--- config.mk ---
export PLATFORM = sky130hd
export DESIGN_NAME = commutator_seq_ctrl
export DESIGN_NICKNAME = d
export VERILOG_FILES = /design/src/rtl/commutator_seq_ctrl.sv
export SDC_FILE = /design/constraint.sdc
export NUM_CORES = 1
export LEC_CHECK = 0
export BUFFER_PORTS_ARGS = -buffer_cell sky130_fd_sc_hd__buf_2
export CORE_MARGIN = 2
export CORE_UTILIZATION = 49
export DETAILED_ROUTE_END_ITERATION = 6
export HOLD_SLACK_MARGIN = 0.06
export PLACE_DENSITY_LB_ADDON = 0.05
export SYNTH_ARGS = -nofsm -noshare
export SYNTH_HDL_FRONTEND = slang
export SYNTH_SLANG_ARGS = --single-unit
--- constraint.sdc ---
create_clock -name clk -period 2.55 [get_ports clk]
set_input_delay 0.255 -clock clk [delete_from_list [all_inputs] [get_ports clk]]
set_output_delay 0.255 -clock clk [all_outputs]
set_load 0.1 [all_outputs]
--- src/rtl/commutator_seq_ctrl.sv ---
// commutator_seq_ctrl: frame sequencer that checks input framing, issues per-stage start
// pulses for the radix-4 commutator chain and regenerates valid/sop at the chain output
module commutator_seq_ctrl #(
    parameter int                  NSTAGE        = 3,
    parameter int                  FRAME_LEN     = 8,
    parameter logic [8*NSTAGE-1:0] STAGE_LAT_VEC = {8'd6, 8'd6, 8'd6}
) (
    input  logic              clk,
    input  logic              reset_n,
    input  logic              in_valid,
    input  logic              in_sop,
    output logic [NSTAGE-1:0] stage_start,
    output logic              out_valid,
    output logic              out_sop,
    output logic              busy,
    output logic [3:0]        frames_inflight,
    output logic              err,
    input  logic              err_clr
);
    function automatic int cum_lat(input int n);
        int s;
        s = 0;
        for (int i = 0; i < n; i++) s += int'(STAGE_LAT_VEC[8*i +: 8]);
        return s;
    endfunction

    localparam int TOTAL_LAT = cum_lat(NSTAGE);

    typedef enum logic {IDLE, RECV} state_t;

    state_t               state, state_nxt;
    logic [2:0]           beat_cnt, beat_cnt_nxt;
    logic                 acc_sop, acc_valid, err_set;
    logic [TOTAL_LAT-1:0] sop_line, valid_line;

    assign acc_sop   = reset_n & in_valid & in_sop;
    assign acc_valid = in_valid & (in_sop | (state == RECV));

    always_comb begin
        state_nxt    = state;
        beat_cnt_nxt = beat_cnt;
        err_set      = 1'b0;
        if (state == IDLE) begin
            if (in_valid & in_sop) begin
                state_nxt    = RECV;
                beat_cnt_nxt = 3'd1;
            end else if (in_valid) begin
                err_set = 1'b1;
            end
        end else if (!in_valid) begin
            err_set      = 1'b1;
            state_nxt    = IDLE;
            beat_cnt_nxt = 3'd0;
        end else if (in_sop) begin
            err_set      = 1'b1;
            beat_cnt_nxt = 3'd1;
        end else if (beat_cnt == 3'(FRAME_LEN - 1)) begin
            state_nxt    = IDLE;
            beat_cnt_nxt = 3'd0;
        end else begin
            beat_cnt_nxt = beat_cnt + 3'd1;
        end
    end

    always_ff @(posedge clk or negedge reset_n) begin
        if (!reset_n) begin
            state           <= IDLE;
            beat_cnt        <= 3'd0;
            sop_line        <= '0;
            valid_line      <= '0;
            err             <= 1'b0;
            frames_inflight <= 4'd0;
        end else begin
            state           <= state_nxt;
            beat_cnt        <= beat_cnt_nxt;
            sop_line        <= TOTAL_LAT'({sop_line, acc_sop});
            valid_line      <= TOTAL_LAT'({valid_line, acc_valid});
            err             <= err_set | (err & ~err_clr);
            frames_inflight <= (acc_sop & ~out_sop & (frames_inflight != 4'd15)) ? frames_inflight + 4'd1 :
                               (out_sop & ~acc_sop & (frames_inflight != 4'd0))  ? frames_inflight - 4'd1 :
                               frames_inflight;
        end
    end

    assign stage_start[0] = acc_sop;

    // sop_line[i] carries the sop token delayed by i+1 cycles
    for (genvar k = 1; k < NSTAGE; k++) begin : g_tap
        localparam int D = cum_lat(k);
        if (D == 0) begin : g_comb
            assign stage_start[k] = acc_sop;
        end else begin : g_reg
            assign stage_start[k] = sop_line[D-1];
        end
    end

    assign out_sop   = sop_line[TOTAL_LAT-1];
    assign out_valid = valid_line[TOTAL_LAT-1];
    assign busy      = (state == RECV) | (frames_inflight != 4'd0);
endmodule

==> results of run 1 <==
state kept, by name (all words and copies together), names as in the netlist:
| register | flops |
|---|---|
| sop_line | 18 |
| valid_line | 18 |
| frames_inflight | 4 |
| beat_cnt | 3 |
| err | 1 |
| state | 1 |
metrics by stage:
step	hold WS, ns	instances	utilization	instance area [µm²]	power, mW
finish	0.2029	146	0.5588	1664	1.707
global route	0.1744	146	0.5588	1664	1.819
CTS	0.1760	146	0.5588	1664	1.735
detailed placement	0.3347	136	0.5357	1595	1.425
global placement	0.3343	136	0.5357	1595	1.418
floorplan	-0.04059	92	-	1503	1.322
layout make-up:
| cell class | instances | share of cell area |
|---|---|---|
| clock buffer | 8 | 0.02932 |
| sequential | 45 | 0.6774 |
| timing repair buffer | 18 | 0.06165 |
| inverter | 3 | 0.006767 |
| multi-input combinational | 39 | 0.2000 |
| tap | 33 | 0.02481 |
routing by layer:
metal  part of all wire  global-route usage  routed length, µm  vias to the layer above
li1                   -                   -                  -                      340
met1               0.47              0.1709                934                      354
met2               0.44              0.1994                872                       18
met3              0.071             0.09170                141                        2
met4              0.012             0.06818                 24                        0
met5                  0                   0                  0                        -
power groups by stage:
stage               registers, mW  clock network [mW]  logic, mW
floorplan                    1.11                   0      0.208
global placement            0.865                   0      0.553
detailed placement          0.871                   0      0.554
CTS                         0.858               0.320      0.558
global route                0.871               0.356      0.591
finish                      0.856               0.297      0.554
cells by family (layout without fill, tap and decap cells):
family          count (synthesis)  count (layout)  share of synthesized area
flops                          45              45                     0.7500
mux                             2               2                    0.01666
simple gates                   13              13                    0.07501
buf+inv                         8              29                    0.02833
fa+ha+maj                       5               5                    0.04667
xor+xnor                        4               4                    0.02334
compound gates                 15              15                    0.06000
cell usage after synthesis:
| master | number | share of area |
|---|---|---|
| sky130_fd_sc_hd__a21o_2 | 1 | 0.0058 |
| sky130_fd_sc_hd__a21oi_1 | 5 | 0.017 |
| sky130_fd_sc_hd__a31oi_1 | 2 | 0.0083 |
| sky130_fd_sc_hd__and2_1 | 1 | 0.0042 |
| sky130_fd_sc_hd__buf_2 | 1 | 0.0033 |
| sky130_fd_sc_hd__buf_4 | 3 | 0.015 |
| sky130_fd_sc_hd__clkbuf_1 | 1 | 0.0025 |
| sky130_fd_sc_hd__dfrtp_1 | 45 | 0.75 |
| sky130_fd_sc_hd__fa_1 | 1 | 0.013 |
| sky130_fd_sc_hd__ha_1 | 4 | 0.033 |
| sky130_fd_sc_hd__inv_1 | 3 | 0.0075 |
| sky130_fd_sc_hd__mux2_4 | 1 | 0.010 |
| sky130_fd_sc_hd__mux2i_1 | 1 | 0.0067 |
| sky130_fd_sc_hd__nand2_1 | 1 | 0.0025 |
| sky130_fd_sc_hd__nand2_2 | 1 | 0.0042 |
| sky130_fd_sc_hd__nand3_2 | 1 | 0.0067 |
| sky130_fd_sc_hd__nand3_4 | 1 | 0.012 |
| sky130_fd_sc_hd__nand3b_4 | 1 | 0.013 |
| sky130_fd_sc_hd__nand4_1 | 1 | 0.0042 |
| sky130_fd_sc_hd__nor2b_1 | 4 | 0.017 |
| sky130_fd_sc_hd__o2111ai_1 | 1 | 0.0058 |
| sky130_fd_sc_hd__o21a_1 | 2 | 0.010 |
| sky130_fd_sc_hd__o21ai_0 | 4 | 0.013 |
| sky130_fd_sc_hd__or2_2 | 1 | 0.0042 |
| sky130_fd_sc_hd__or4_4 | 1 | 0.0075 |
| sky130_fd_sc_hd__xnor2_1 | 2 | 0.012 |
| sky130_fd_sc_hd__xor2_1 | 2 | 0.012 |
path summary, 6_finish.rpt:
path / startpoint / end / depth (start not counted) / slack [ns]
worst max-delay path: frames_inflight[0] / busy / 3 / 0.34
worst min-delay path: in_sop / beat_cnt[1] / 2 / 0.20
worst max register to register: frames_inflight[1] / frames_inflight[3] / 7 / 0.64
worst min register to register: sop_line[7] / sop_line[8] / 0 / 0.35
max in group asynchronous: reset_n / frames_inflight[0] / 3 / 1.57
min in group asynchronous: reset_n / sop_line[0] / 3 / 0.60
worst max-delay path, cell delays in order (launching register included):
cell	delay (ns)
sky130_fd_sc_hd__dfrtp_2	0.47
sky130_fd_sc_hd__or4_4	0.58
sky130_fd_sc_hd__or2_2	0.29
sky130_fd_sc_hd__buf_2	0.29
==> flow_summary.yaml, run 1 <==
worst_setup_path:
  cp.required_ns: 2.30
  critical_path.startpoint_type: "flop"
  critical_path.endpoint_type: "output pin"
  critPathArrivalTime_ns: 1.95
  crit_fanout: 6
  kind_of_critical_path: "flop to output pin"
die:
  chipWidth_um: 59.36
  design.die.area_um2: 3523
  io_pins: 16
  core.rowCount: 20
  initial_core_util: 0.5042
  dieHeight_um: 59.36
  core-area_um2: 2978
power:
  cell_internal_power_mw: 1.029
  seq_power_share: 0.501
  leakage_nw: 0.8315
  switchingPower_mw: 0.6773
  power_density_nw_per_um2: 1026
  power.share.switching: 0.3968
  p_comb_frac: 0.324
  maximum_vdd_ir_drop_uv: 341.2
  p_clk_frac: 0.174
route:
  drt_wl_total_mm: 1.973
  drtAntennaViolNets: 0
  dr.first_iter.drc_count: 7
  drcViolationCount: 0
  routedWlPerCell_um: 13.51
  first_pass_iters: 4
  per_cell_via_count_in_the_routed_design: 4.890
  vias: 714
cts:
  clk_path_buf_depth: 2
  cts_setup_buffers: 0
  clock_tree.htree_level_count: 2
  cts-root-buf: "sky130_fd_sc_hd__clkbuf_4"
  clk-insertion-delay-late_ns: 0.33
  cts.clk_slew.worst_paths_ns: 0.11
  tritoncts_num_sinks: 45
  cts_buffers: 5
  cts_hold_buf: 2
  tritoncts_clock_tree: "yes"
  cts_repair_resize_count: 0
grt:
  global_route.overflow_total: 0
  grt_pass1_vias: 753
  grt_antenna_before_repair: 0
  grt.total_usage: 0.1426
  grt_start_max_net_pins: 46
  grt_first_pass_wirelength_mm: 3.353
run:
  maxCapViolations: 0
place:
  place.gp.congestion: 0.7020
  hpwl_mm: 1.269
  detailedPlace.worstSlack_ns: 0.5916
  portBuffers: 15
min_path:
  hp-class: "input pin to flop"
sta:
  worst_clock_skew_ns: 0.005414
  maxClockFrequency_mhz: 453.1
  worst_max_slew_pin_slew_ns: 0.5257
  finalSetupViolations: 0
  rsz0062_at_grt: "false"
  final-max-slew-violation-count: 0
  finalCriticalPeriod_ns: 2.207
  max_slew_margin: 0.6496
  fin_tns_setup_ns: 0
  final.period_utilization: 0.8655
  worst_slack_ns: 0.3430
  report.final.hold_viol_count: 0
final_layout:
  area.growth.synth_to_final_pct: 10.83
  mostFrequentLayoutCells: "sky130_fd_sc_hd__dfrtp_1, sky130_fd_sc_hd__buf_2, sky130_fd_sc_hd__a21oi_1, sky130_fd_sc_hd__clkbuf_4"
  layout-drive-gt1-share: 0.2655
  area.sequential_um2: 1127
  combined_area_of_the_multi_input_logic_cells_um2: 332.8
  layout.cells.most_common: "sky130_fd_sc_hd__dfrtp_1"
  antenna_cells_inserted: 0
  num-fill-cells: 263
  finalNetCount: 122
logic_synthesis:
  syn-cell-area_um2: 1501
  synthesis.yosys.warnings: 0
  yosys_register_bits: 45
  synth_net_count: 102
  synth-seq-area-share: 0.7500
  synth.distinct_cells: 27
  mean_instance_size_in_the_synthesized_netlist_um2: 16.32
  syn-instance-count: 92
run_status:
  outcome: "finished, final reports clean"
Power figures use the tool's default switching activity.
==> run 2: changes to the inputs <==
Settings changed: PLACE_DENSITY from default to 0.68, PLACE_DENSITY_LB_ADDON 0.05 to default.
==> run 2 against run 1 <==
First-iteration DRC count rose to 3.1 times the previous value. Hold slack improved by 0.0022 ns. Setup slack got worse by 0.0080 ns. Clock power rose by 38%. Sequential cell count did not move. Clock skew fell by 0.0039 ns. Total power rose by 6.8%. Cell area rose by 1.9%. Global-route usage fell by 0.66 points. Critical path type unchanged. Largest power group unchanged.
==> flow_summary.yaml, run 2 (same netlist as run 1, synthesis figures left out) <==
die:
  initial_core_util: 0.5042
  dieHeight_um: 59.36
  design.die.area_um2: 3523
  io_pins: 16
  core.rowCount: 20
  core-area_um2: 2978
  chipWidth_um: 59.36
cts:
  cts-root-buf: "sky130_fd_sc_hd__clkbuf_4"
  cts_repair_resize_count: 0
  clock_tree.htree_level_count: 2
  tritoncts_clock_tree: "yes"
  cts_setup_buffers: 0
  cts_hold_buf: 2
  tritoncts_num_sinks: 45
  cts.clk_slew.worst_paths_ns: 0.11
  clk-insertion-delay-late_ns: 0.34
  cts_buffers: 5
  clk_path_buf_depth: 2
sta:
  finalSetupViolations: 0
  max_slew_margin: 0.6517
  report.final.hold_viol_count: 0
  final.period_utilization: 0.8686
  worst_clock_skew_ns: 0.001483
  worst_max_slew_pin_slew_ns: 0.5224
  worst_slack_ns: 0.3350
  finalCriticalPeriod_ns: 2.215
  final-max-slew-violation-count: 0
  rsz0062_at_grt: "false"
  fin_tns_setup_ns: 0
  maxClockFrequency_mhz: 451.5
final_layout:
  registers_with_the_most_flip_flops: "sop_line (18), valid_line (18), frames_inflight (4)"
  antenna_cells_inserted: 0
  layout-drive-gt1-share: 0.2832
  finalNetCount: 122
  area.growth.synth_to_final_pct: 12.92
  mostFrequentLayoutCells: "sky130_fd_sc_hd__dfrtp_1, sky130_fd_sc_hd__buf_2, sky130_fd_sc_hd__a21oi_1, sky130_fd_sc_hd__clkbuf_4"
  util_after_layout: 0.5693
  layout.cells.most_common: "sky130_fd_sc_hd__dfrtp_1"
worst_setup_path:
  worst_setup_path_startpoint: "frames_inflight[0]"
  critical_path.startpoint_type: "flop"
  crit_fanout: 6
  worstReg2RegStart: "frames_inflight[1]"
  cp.required_ns: 2.30
  critPathArrivalTime_ns: 1.96
  kind_of_critical_path: "flop to output pin"
  critical_path.endpoint_type: "output pin"
power:
  power_density_nw_per_um2: 1075
  maximum_vdd_ir_drop_uv: 445.5
  leakage_nw: 0.8474
  total_power_mw: 1.822
min_path:
  min-delay-start: "in_sop"
  hp-class: "input pin to flop"
route:
  per_cell_via_count_in_the_routed_design: 4.932
  drt_wl_total_mm: 2.000
  routedWlPerCell_um: 13.70
  drcViolationCount: 0
  drtAntennaViolNets: 0
  first_pass_iters: 2
  dr.first_iter.drc_count: 22
  vias: 720
place:
  detailedPlace.worstSlack_ns: 0.5248
  place.gp.congestion: 0.7115
  hpwl_mm: 1.331
  portBuffers: 15
grt:
  global_route.overflow_total: 0
  grt_pass1_vias: 727
  grt_antenna_before_repair: 0
  grt.total_usage: 0.1359
  grt_first_pass_wirelength_mm: 3.277
  grt_start_max_net_pins: 46
run_status:
  outcome: "finished, final reports clean"
run:
  maxCapViolations: 0
## run 2: per-stage QoR
step | cell area [µm²] | cells | hold WS [ns]
final | 1695 | 146 | 0.2051
after global routing | 1695 | 146 | 0.2038
after CTS | 1695 | 146 | 0.1860
after detailed placement | 1595 | 136 | 0.3347
after global placement | 1595 | 136 | 0.3359
after floorplan | 1503 | 92 | -0.04059
## run 2: path summary, 6_finish.rpt
kind | slack [ns] | cells past startpoint | end
min reg2reg | 0.36 | 0 | sop_line[3]
max | 0.34 | 3 | busy
min in group asynchronous | 0.61 | 3 | state
max reg2reg | 0.59 | 7 | frames_inflight[3]
min | 0.21 | 2 | beat_cnt[2]
max in group asynchronous | 1.57 | 3 | frames_inflight[0]
## run 2: layout make-up
type	instances	area [µm²]
Sequential cell	45	1127
Multi-Input combinational cell	39	332.8
Clock inverter	2	38.79
Tap cell	33	41.29
Clock buffer	6	41.29
Inverter	3	11.26
Fill cell	232	1282
Timing Repair Buffer	18	102.6
## run 2: power breakdown
group / leakage (nW) / internal, mW / switching [mW] / total, mW
Clock: 0.0424 / 0.209 / 0.202 / 0.411
Sequential: 0.576 / 0.784 / 0.0723 / 0.857
Combinational: 0.229 / 0.136 / 0.419 / 0.555
Total: 0.847 / 1.13 / 0.694 / 1.82
## run 2: critical path: stages (launching register included)
cell                      delay [ns]
sky130_fd_sc_hd__dfrtp_2        0.48
sky130_fd_sc_hd__or4_4          0.57
sky130_fd_sc_hd__or2_2          0.28
sky130_fd_sc_hd__buf_2          0.29
## run 2: routing by layer
layer / up-vias / part of all wire / GRT usage
met5: - / 0 / 0
met4: 0 / 0.023 / 0.09740
met3: 5 / 0.039 / 0.05240
met2: 13 / 0.44 / 0.1821
met1: 358 / 0.50 / 0.1789
li1: 344 / - / -
==> run 3: changes to the inputs <==
Settings changed: PLACE_DENSITY 0.68 to default, PLACE_DENSITY_LB_ADDON from default to 0.25.
==> run 3 against run 2 <==
Routed wire length is 4.1% lower. Hold slack got worse by 0.12 ns. Fmax increased by 0.60%. Critical path depth did not move. Clock skew grew 0.0053 ns. Sequential cell count is the same. Die area stayed put. Cell area down 2.2%. Core utilization decreased by 1.3 points. Highest routed layer unchanged.
==> flow_summary.yaml, run 3 (same netlist as run 1, synthesis figures left out) <==
final_layout:
  layout.cells.most_common: "sky130_fd_sc_hd__dfrtp_1"
  final_cell_area_um2: 1658
  antenna_cells_inserted: 0
  registers_with_the_most_flip_flops: "sop_line (18), valid_line (18), frames_inflight (4)"
  area.growth.synth_to_final_pct: 10.42
  mostFrequentLayoutCells: "sky130_fd_sc_hd__dfrtp_1, sky130_fd_sc_hd__buf_2, sky130_fd_sc_hd__a21oi_1, sky130_fd_sc_hd__clkbuf_4"
  finalNetCount: 121
  layout-drive-gt1-share: 0.2768
die:
  chipWidth_um: 59.36
  core.rowCount: 20
  initial_core_util: 0.5042
  core-area_um2: 2978
  dieHeight_um: 59.36
  design.die.area_um2: 3523
  io_pins: 16
sta:
  finalSetupViolations: 0
  worst_max_slew_pin_slew_ns: 0.5312
  max_slew_margin: 0.6459
  final-max-slew-violation-count: 0
  finalCriticalPeriod_ns: 2.202
  report.final.hold_viol_count: 0
  fin_tns_setup_ns: 0
  final.period_utilization: 0.8634
  worst_clock_skew_ns: 0.006751
  rsz0062_at_grt: "false"
  maxClockFrequency_mhz: 454.2
  whs_ns: 0.08282
route:
  dr.first_iter.drc_count: 4
  drt_wl_total_mm: 1.918
  drtAntennaViolNets: 0
  routedWlPerCell_um: 13.23
  vias: 722
  drcViolationCount: 0
  per_cell_via_count_in_the_routed_design: 4.979
  first_pass_iters: 2
cts:
  cts_setup_buffers: 0
  cts-root-buf: "sky130_fd_sc_hd__clkbuf_4"
  clock_tree.htree_level_count: 2
  tritoncts_num_sinks: 45
  tritoncts_clock_tree: "yes"
  cts_buffers: 5
  clk_path_buf_depth: 2
  cts.clk_slew.worst_paths_ns: 0.12
  clk-insertion-delay-late_ns: 0.34
  cts_repair_resize_count: 0
worst_setup_path:
  crit_fanout: 6
  worst_setup_slack_for_register_to_register_paths_ns: 0.56
  timing.critical_path.slowest_cell_delay_ns: 0.57
  cp_top_family: "simple AND/OR/NAND/NOR gates"
  worst_setup_path_startpoint: "frames_inflight[0]"
  critical_path.startpoint_type: "flop"
  kind_of_critical_path: "flop to output pin"
  worstReg2RegStart: "frames_inflight[1]"
  critical_path.endpoint_type: "output pin"
  cp.required_ns: 2.30
  critPathArrivalTime_ns: 1.95
  critical_path.n_buffers_inverters: 1
  timing.critical_path.cells: "or4_4 > or2_2 > buf_2"
  critPathSlowestCell: "sky130_fd_sc_hd__or4_4"
grt:
  grt_start_max_net_pins: 46
  grt_pass1_vias: 723
  global_route.overflow_total: 0
  grt_first_pass_wirelength_mm: 3.381
  grt.total_usage: 0.1372
  grt_antenna_before_repair: 0
power:
  maximum_vdd_ir_drop_uv: 411.8
  leakage_nw: 0.8263
  power_density_nw_per_um2: 1032
place:
  portBuffers: 15
  place.gp.congestion: 0.7294
  hpwl_mm: 1.285
  detailed_place.area_um2: 1595
run:
  maxCapViolations: 0
min_path:
  min-delay-start: "err_clr"
  hp-class: "input pin to flop"
run_status:
  outcome: "finished, final reports clean"
==> run 3: worst paths after layout <==
kind / to / cells past startpoint
min in group asynchronous: sop_line[13] / 3
max: busy / 3
min: err / 2
min reg2reg: sop_line[3] / 0
max in group asynchronous: frames_inflight[0] / 3
max reg2reg: frames_inflight[3] / 7
==> run 3: layout make-up <==
type                            count  area, µm²
Clock buffer                        7      45.04
Clock inverter                      1      7.507
Fill cell                         245       1320
Inverter                            3      11.26
Multi-Input combinational cell     39      332.8
Sequential cell                    45       1127
Tap cell                           33      41.29
Timing Repair Buffer               17      92.59
==> run 3: per-layer routing <==
metal  part of all wire  GRT usage
met5                  0          0
met4              0.014    0.06818
met1               0.50     0.1965
met3              0.035    0.05240
met2               0.45     0.1821
==> run 3: through the flow <==
step	cells	util	total power, mW	setup slack (ns)
CTS	145	0.5567	1.735	0.3270
finish	145	0.5567	1.711	0.3483
floorplan	92	-	1.322	0.002982
detailed placement	136	0.5357	1.424	0.5265
global placement	136	0.5357	1.414	0.6547
global route	145	0.5567	1.818	0.2415
==> run 3: power breakdown <==
part | leakage (nW) | internal [mW] | switching [mW] | total [mW]
logic | 0.225 | 0.135 | 0.419 | 0.554
registers | 0.576 | 0.784 | 0.0662 | 0.851
clock network | 0.0255 | 0.109 | 0.198 | 0.307
total | 0.826 | 1.03 | 0.683 | 1.71
==> run 3: what timing repair did <==
action,in CTS,in global routing
endpoints found under the setup margin,0,0
hold buffers,1,0
hold endpoints to repair,7,0
